### config.mk
export PLATFORM = sky130hd
export DESIGN_NAME = line_arbiter_flat
export DESIGN_NICKNAME = d
export VERILOG_FILES = /design/src/rtl/line_arbiter_if.sv /design/src/rtl/line_arbiter.sv /design/src/flat_wrapper.sv
export SDC_FILE = /design/constraint.sdc
export NUM_CORES = 1
export LEC_CHECK = 0
export ABC_AREA = 1
export CAP_MARGIN = 0
export CORE_UTILIZATION = 41
export CTS_CLUSTER_SIZE = 25
export DETAILED_ROUTE_END_ITERATION = 8
export PLACE_DENSITY = 0.86
export SETUP_SLACK_MARGIN = 0.02
export SLEW_MARGIN = 20
export SYNTH_ARGS = -nofsm -noshare
export SYNTH_HDL_FRONTEND = slang
export SYNTH_SLANG_ARGS = --single-unit
export TNS_END_PERCENT = 30
### constraint.sdc
create_clock -name clock -period 1.6 [get_ports clock]
set_clock_uncertainty 0.15 [all_clocks]
set_input_delay 0.32 -clock clock [delete_from_list [all_inputs] [get_ports clock]]
set_output_delay 0.32 -clock clock [all_outputs]
set_load 0.02 [all_outputs]
### src/rtl/line_arbiter_if.sv
// line_arbiter_if: requester, result and register-bank signals of the two-port line arbiter
interface line_arbiter_if #(parameter int DATA_W = 8);
    logic              a_req, a_we, b_req, b_we;
    logic [1:0]        a_addr, b_addr;
    logic [DATA_W-1:0] a_wdata, b_wdata;
    logic              a_gnt, b_gnt, a_done, b_done;
    logic [DATA_W-1:0] rdata;
    logic [3:0]        mem_line_select;
    logic              mem_read_en, mem_write_en;
    logic [DATA_W-1:0] mem_data_in, mem_data_out;
    modport slave (
        input  a_req, a_we, a_addr, a_wdata, b_req, b_we, b_addr, b_wdata, mem_data_out,
        output a_gnt, b_gnt, a_done, b_done, rdata,
        output mem_line_select, mem_read_en, mem_write_en, mem_data_in
    );
    modport master (
        output a_req, a_we, a_addr, a_wdata, b_req, b_we, b_addr, b_wdata, mem_data_out,
        input  a_gnt, b_gnt, a_done, b_done, rdata,
        input  mem_line_select, mem_read_en, mem_write_en, mem_data_in
    );
endinterface

### src/rtl/line_arbiter.sv
// line_arbiter: round-robin arbiter giving requesters A/B single transactions on a 4-line register bank
module line_arbiter #(parameter int DATA_W = 8) (
    input logic clock,
    input logic reset,
    line_arbiter_if.slave bus
);
    typedef enum logic [1:0] {IDLE, ACC, RD_WAIT, DONE} state_t;
    state_t state, state_nx;
    logic owner, last, pick, any_req, we_q, acc, dn;
    logic [1:0] addr_q;
    logic [DATA_W-1:0] wdata_q, rdata_q;
    assign any_req = bus.a_req | bus.b_req;
    // owner encoding: 0 = A, 1 = B; on contention the one not served last wins
    assign pick = (bus.a_req & bus.b_req) ? ~last : bus.b_req;
    always_ff @(posedge clock or posedge reset)
        if (reset) begin
            state   <= IDLE;
            owner   <= 1'b0;
            last    <= 1'b1;
            we_q    <= 1'b0;
            addr_q  <= 2'd0;
            wdata_q <= '0;
            rdata_q <= '0;
        end else begin
            state <= state_nx;
            if (state == IDLE && any_req) begin
                owner   <= pick;
                last    <= pick;
                we_q    <= pick ? bus.b_we : bus.a_we;
                addr_q  <= pick ? bus.b_addr : bus.a_addr;
                wdata_q <= pick ? bus.b_wdata : bus.a_wdata;
            end
            if (state == RD_WAIT) rdata_q <= bus.mem_data_out;
        end
    always_comb begin
        state_nx = IDLE;
        acc      = state == ACC;
        dn       = state == DONE;
        case (state)
            IDLE:    state_nx = any_req ? ACC : IDLE;
            ACC:     state_nx = we_q ? DONE : RD_WAIT;
            RD_WAIT: state_nx = DONE;
            default: state_nx = IDLE;
        endcase
        bus.a_gnt           = acc & ~owner;
        bus.b_gnt           = acc & owner;
        bus.a_done          = dn & ~owner;
        bus.b_done          = dn & owner;
        bus.mem_line_select = (acc || state == RD_WAIT) ? 4'b0001 << addr_q : 4'b0000;
        bus.mem_write_en    = acc & we_q;
        bus.mem_read_en     = acc & ~we_q;
        bus.mem_data_in     = acc ? wdata_q : '0;
        bus.rdata           = rdata_q;
    end
endmodule

### src/flat_wrapper.sv
// flat-port wrapper written by rule: the top's interface ports become plain ports
module line_arbiter_flat 
#(parameter int DATA_W = 8)
  (clock, reset, bus_a_req, bus_a_we, bus_a_addr, bus_a_wdata, bus_b_req, bus_b_we, bus_b_addr, bus_b_wdata, bus_mem_data_out, bus_a_gnt, bus_b_gnt, bus_a_done, bus_b_done, bus_rdata, bus_mem_line_select, bus_mem_read_en, bus_mem_write_en, bus_mem_data_in);
  line_arbiter_if #(.DATA_W(DATA_W)) bus_i ();
  input logic clock;
  input logic reset;
  input wire logic [$bits(bus_i.a_req)-1:0] bus_a_req;
  input wire logic [$bits(bus_i.a_we)-1:0] bus_a_we;
  input wire logic [$bits(bus_i.a_addr)-1:0] bus_a_addr;
  input wire logic [$bits(bus_i.a_wdata)-1:0] bus_a_wdata;
  input wire logic [$bits(bus_i.b_req)-1:0] bus_b_req;
  input wire logic [$bits(bus_i.b_we)-1:0] bus_b_we;
  input wire logic [$bits(bus_i.b_addr)-1:0] bus_b_addr;
  input wire logic [$bits(bus_i.b_wdata)-1:0] bus_b_wdata;
  input wire logic [$bits(bus_i.mem_data_out)-1:0] bus_mem_data_out;
  output wire logic [$bits(bus_i.a_gnt)-1:0] bus_a_gnt;
  output wire logic [$bits(bus_i.b_gnt)-1:0] bus_b_gnt;
  output wire logic [$bits(bus_i.a_done)-1:0] bus_a_done;
  output wire logic [$bits(bus_i.b_done)-1:0] bus_b_done;
  output wire logic [$bits(bus_i.rdata)-1:0] bus_rdata;
  output wire logic [$bits(bus_i.mem_line_select)-1:0] bus_mem_line_select;
  output wire logic [$bits(bus_i.mem_read_en)-1:0] bus_mem_read_en;
  output wire logic [$bits(bus_i.mem_write_en)-1:0] bus_mem_write_en;
  output wire logic [$bits(bus_i.mem_data_in)-1:0] bus_mem_data_in;
  assign bus_i.a_req = bus_a_req;
  assign bus_i.a_we = bus_a_we;
  assign bus_i.a_addr = bus_a_addr;
  assign bus_i.a_wdata = bus_a_wdata;
  assign bus_i.b_req = bus_b_req;
  assign bus_i.b_we = bus_b_we;
  assign bus_i.b_addr = bus_b_addr;
  assign bus_i.b_wdata = bus_b_wdata;
  assign bus_i.mem_data_out = bus_mem_data_out;
  assign bus_a_gnt = bus_i.a_gnt;
  assign bus_b_gnt = bus_i.b_gnt;
  assign bus_a_done = bus_i.a_done;
  assign bus_b_done = bus_i.b_done;
  assign bus_rdata = bus_i.rdata;
  assign bus_mem_line_select = bus_i.mem_line_select;
  assign bus_mem_read_en = bus_i.mem_read_en;
  assign bus_mem_write_en = bus_i.mem_write_en;
  assign bus_mem_data_in = bus_i.mem_data_in;
  line_arbiter #(.DATA_W(DATA_W)) u_core (.clock(clock), .reset(reset), .bus(bus_i));
endmodule
==> results of run 1 <==
==> cell usage in the layout (no fill, tap or decap) <==
cell type        synthesis  routed
a21oi_1                  1       1
buf_12                   0       1
buf_2                    3       2
buf_4                    3      31
buf_6                    0       5
clkbuf_1                 1       1
clkbuf_4                 0       3
clkdlybuf4s50_1          0      33
dfrtp_1                 22      22
dfstp_2                  1       1
dlygate4sd2_1            0       8
ha_1                     5       1
ha_2                     0       2
ha_4                     0       2
inv_1                   42      38
inv_2                    0       3
inv_6                    0       1
mux2_2                   8       8
nand2_1                 50      48
nand2_2                  0       2
nand3_1                 23      23
nor2_1                   5       3
nor2_2                   1       2
nor2_4                   0       1
nor3_2                   0       2
nor3_4                   0       2
o21ai_2                  1       1
==> flip-flops by register name (all words and copies together) (netlist names) <==
register          cells
u_core.owner          1
u_core.addr_q         2
u_core.wdata_q        8
u_core.bus.rdata      8
u_core.we_q           1
u_core.last           1
u_core.state          2
==> worst min-delay path by stage <==
stage	startpoint	to	slack [ns]	cells after the start
floorplan	reset	u_core.addr_q[0]	0.17	1
global placement	u_core.last	u_core.last	0.30	2
detailed placement	u_core.wdata_q[7]	u_core.wdata_q[7]	0.31	2
CTS	reset	u_core.bus.rdata[4]	0.11	3
global route	reset	u_core.bus.rdata[4]	0.09	3
finish	reset	u_core.bus.rdata[4]	0.12	3
==> power groups by stage <==
stage                     combinational (mW)  clock [mW]  sequential, mW
after floorplan                         1.05           0            1.19
after global placement                  2.09           0            1.07
after detailed placement                2.14           0            1.09
after CTS                               2.11       0.275            1.08
after global routing                    2.55       0.312            1.14
final                                   2.36       0.272            1.10
==> metal layers <==
| metal | share of wire (%) | vias up | wire [um] |
|---|---|---|---|
| met5 | 0 | - | 0 |
| met4 | 1.8 | 0 | 62 |
| met3 | 4.6 | 8 | 155 |
| met2 | 55 | 47 | 1880 |
| met1 | 38 | 603 | 1310 |
| li1 | - | 656 | - |
==> final cells by class <==
class	count	area share, %
repair buffers	80	33.8
multi-input cells	98	27.8
flip-flops and latches	23	27.1
inverters	42	7.64
well taps	42	2.47
clock buffers	4	1.23
==> logic make-up (layout without fill, tap and decap cells) <==
logic type / after synthesis / in the layout / synth area share [%]
fa+ha+maj: 5 / 5 / 4.85
buf+inv: 49 / 126 / 15.4
flops: 23 / 23 / 44.7
mux: 8 / 8 / 6.98
simple gates: 83 / 83 / 27.0
compound gates: 2 / 2 / 1.07
==> repair_timing <==
action,in CTS,in global routing
setup endpoints to repair,34,34
resized for setup,110,15
hold buffers,0,0
setup buffers,0,2
pin swaps,3,4
==> worst max-delay path, stage by stage (launching register included) <==
cell and delay (ns):
dfrtp_1 0.41, inv_2 0.08, ha_4 0.30, inv_6 0.05, nor3_4 0.17, buf_6 0.14
==> impl_metrics.ini, run 1 <==
[drt]
drc_errors = 0
dr.pass1.iters = 4
wirelength_um = 3400
wire_per_inst_um = 11.8
via_per_inst = 4.55
ant_nets = 0
drt_iter0_drc = 27
num_vias = 1314

[logic_synthesis]
synth_top_area_cell = dfrtp_1
synth_most_common_cell = nand2_1
syn_area_um2 = 1290
ys_types = 15
syn_inst = 170
synth_flop_cell = dfrtp_1
synth_top_area_share_pct = 42.7
syn_nets = 209
ys_seq_elements = 23
async_flop_share_pct = 100
synth-seq-area-share_pct = 44.7
avgSynthCellArea_um2 = 7.59
synth_commonest_cells = nand2_1, inv_1, nand3_1
synth_edf_count = 0
synthTopCellsByArea = dfrtp_1, nand2_1, inv_1
yosys_warnings = 0

[critical_path]
crit_type = reg2out
crit_start = u_core.state[1]
ff2ff_path_depth = 8
regToRegEndpoint = u_core.state[0]
cp-endpoint = bus_mem_line_select[1]
cp.required_ns = 1.13
r2r_start = u_core.state[0]
start_kind = flop
ff2ff_setup_slack_ns = 0.05
crit_fanout = 4
worstPathArrival_ns = 1.46
setup.worst_path.end_class = primary output

[global_routing]
use_met1_pct = 23.9
grt_max_degree = 17
top_usage_layer = met2
overflow = 0
grtUsageMet3_pct = 4.69
met2_usage_pct = 37.1
grt_usage_pct = 20.6
antenna_found_initial = 0
first_global_vias = 1216
grt_pass1_wl_um = 5200

[place]
gp_congestion = 0.737
portBuffers = 59
dp_slack_ns = -0.449
place_inst = 283
placed_cell_area_um2 = 2050
hpwl_um = 2510

[timing]
fin_tns_setup_ns = -5.10
tightest_slew_ns = 0.272
whs_ns = 0.117
clock.fmax_ghz = 0.517
hold_viol = 0
worst_slack_ns = -0.335
relSlewSlack_pct = 81.8
period_needed_ns = 1.93
finalCritPeriodShare_pct = 121
rsz0062_at_grt = true
drv_slew = 0
setup_violations = 18

[clock_network]
clock_latency_ns = 0.31
clkTransAtPathRegs_ns = 0.13
clockBufferDepth = 2
cts_made_buffers = 3
cts_num_sinks = 23
cts_root_buf = clkbuf_4
htreeDepth = 1
cts_tree = done

[power]
p_leak_nw = 1.19
p_sw_mw = 1.64
p_int_mw = 2.09
power_mw = 3.73
ir_drop_mv = 1.07
powerDensity_nw_per_um2 = 1750
combPwrFrac_pct = 63.2
clkPwrFrac_pct = 7.3
p_seq_share_pct = 29.5
swShare_pct = 44.1

[die]
dieArea_um2 = 3370
die_y_um = 58.1
start_util_pct = 44.8
core_um2 = 2880
io_pins = 60
fp.dieW_um = 58.1
row_count = 19

[cells_and_area]
syn2layout_area_growth_pct = 65.1
fillers = 226
n_antenna_cell = 0
final_cell_area_um2 = 2130
drive_gt1_share_pct = 27.9
utilization_pct = 74.0
nets = 287
layout.cells.non_filler = 289
multi_input_area_um2 = 592
regArea_um2 = 577

[run_status]
violations = setup timing
status = finished with violations

[hold_path]
hp-class = in2async

[flow_run]
drv_cap = 0
No activity file was read; power rests on OpenSTA's default activity.
==> run 2, diff against run 1 <==
Clock period 1.6 ns to 2.1 ns, I/O delays scaled along.
==> run 2 against run 1 <==
Against the previous run: the run now ends clean; non-clock buffer count is 11 lower; clock power decreased by 25%; sequential share of layout area rose by 2.9 points; core utilization down 7.2 points; wire length shrank 16%; via count down 4.8%; sequential power decreased by 26%; combinational power is 39% lower; die area stayed put; power is 34% lower; count of clock-buffer cells in the layout shrank 1.
==> impl_metrics.ini, run 2 (synthesis gave the netlist of run 1 again) <==
[run_status]
status = completed

[cells_and_area]
mostFrequentLayoutCell = nand2_1
nets = 276
syn2layout_area_growth_pct = 49.0
fillers = 253
layout_common_cells = nand2_1, inv_1, clkdlybuf4s50_1, nand3_1, dfrtp_1
drive_gt1_share_pct = 18.6
final_cell_area_um2 = 1920
utilization_pct = 66.8
n_antenna_cell = 0

[power]
ir_drop_mv = 0.558
powerDensity_nw_per_um2 = 1280
p_sw_mw = 1.05
swShare_pct = 42.8
p_seq_share_pct = 33.2
p_int_mw = 1.40
clkPwrFrac_pct = 8.3
combPwrFrac_pct = 58.5
p_leak_nw = 1.11
power_mw = 2.45

[critical_path]
crit_start = u_core.state[0]
cp.required_ns = 1.53
worstPathArrival_ns = 1.43
crit_fanout = 4
start_kind = flop
r2r_start = u_core.state[0]
setup.worst_path.end_class = primary output
crit_type = reg2out

[global_routing]
grt_usage_pct = 18.9
grt_max_degree = 24
overflow = 0
grt_pass1_wl_um = 4890
antenna_found_initial = 0
first_global_vias = 1209

[timing]
relSlewSlack_pct = 69.7
period_needed_ns = 2.00
tightest_slew_ns = 0.455
worst_slack_ns = 0.0962
clock.fmax_ghz = 0.499
setup_violations = 0
fin_tns_setup_ns = 0
drv_slew = 0
finalCritPeriodShare_pct = 95.4
rsz0062_at_grt = true
hold_viol = 0

[place]
dp_slack_ns = -0.0908
placed_cell_area_um2 = 1970
hpwl_um = 2230
gp_congestion = 0.738
portBuffers = 59

[clock_network]
cts_num_sinks = 23
htreeDepth = 1
cts_made_buffers = 3
clock_latency_ns = 0.31
cts_tree = done
postCtsHoldBufs = 0
clockBufferDepth = 2
cts_setup_buffers = 0
cts_root_buf = clkbuf_4
clkTransAtPathRegs_ns = 0.14

[hold_path]
hp-class = in2async

[die]
dieArea_um2 = 3370
row_count = 19
core_um2 = 2880
fp.dieW_um = 58.1
die_y_um = 58.1
io_pins = 60
start_util_pct = 44.8

[drt]
wire_per_inst_um = 10.3
wirelength_um = 2870
num_vias = 1251
drt_iter0_drc = 5
via_per_inst = 4.50
drc_errors = 0
dr.pass1.iters = 2
ant_nets = 0

[flow_run]
drv_cap = 0
==> run 2: cell types whose count changed in the layout (fill, tap and decap cells not counted), sizes merged <==
cell           previous run  this run
buf                      39        19
clkbuf                    4        11
clkinv                    0         1
clkdlybuf4s50            33        41
clkdlybuf4s15             0         1
dlygate4sd2               8         0
==> run 2: cell type report <==
cell class / count / area [um^2] / area share (%)
Sequential cell: 23 / 577 / 30.0
Tap cell: 42 / 52.6 / 2.73
Clock inverter: 1 / 5.00 / 0.260
Multi-Input combinational cell: 98 / 519 / 27.0
Clock buffer: 3 / 22.5 / 1.17
Inverter: 42 / 158 / 8.20
Timing Repair Buffer: 69 / 588 / 30.6
==> run 2: what timing repair did <==
item	CTS	global route
setup endpoints to repair	18	18
gates resized for setup	53	18
pin swaps	0	0
==> run 2: worst paths after layout <==
| check | to | slack (ns) | cells after the start |
|---|---|---|---|
| hold reg to reg | u_core.last | 0.32 | 2 |
| min in group clock | u_core.last | 0.32 | 2 |
| setup reg to reg | u_core.bus.rdata[5] | 0.49 | 4 |
| hold / removal | u_core.wdata_q[6] | 0.28 | 3 |
| setup / recovery | bus_mem_line_select[0] | 0.1 | 5 |
| max in group asynchronous | u_core.last | 1.24 | 3 |
==> run 2: power groups by stage <==
stage          clock network (mW)  registers [mW]  logic [mW]
3_5_place_dp                    0           0.822        1.54
5_1_grt                     0.228           0.841        1.60
4_1_cts                     0.210           0.813        1.48
2_1_floorplan                   0           0.902       0.791
6_report                    0.204           0.814        1.44
3_3_place_gp                    0           0.810        1.51
==> run 2: per-layer routing <==
| metal | vias to the layer above | routed length [um] | track usage, % |
|---|---|---|---|
| met5 | - | 0 | 0 |
| met4 | 0 | 27 | 6.80 |
| met3 | 4 | 183 | 4.46 |
| met2 | 44 | 1470 | 34.5 |
| met1 | 567 | 1190 | 21.3 |
| li1 | 636 | - | - |
==> run 2: stage by stage <==
stage | hold slack (ns) | cells
after floorplan | 0.271 | 170
final | 0.279 | 278
after CTS | 0.289 | 278
after detailed placement | 0.308 | 274
after global placement | 0.300 | 274
after global routing | 0.318 | 278
==> run 2: worst max-delay path: stages, from the launching register on <==
cell,delay [ns]
dfrtp_1,0.40
inv_1,0.07
ha_1,0.30
inv_2,0.06
nor3_1,0.12
buf_2,0.19
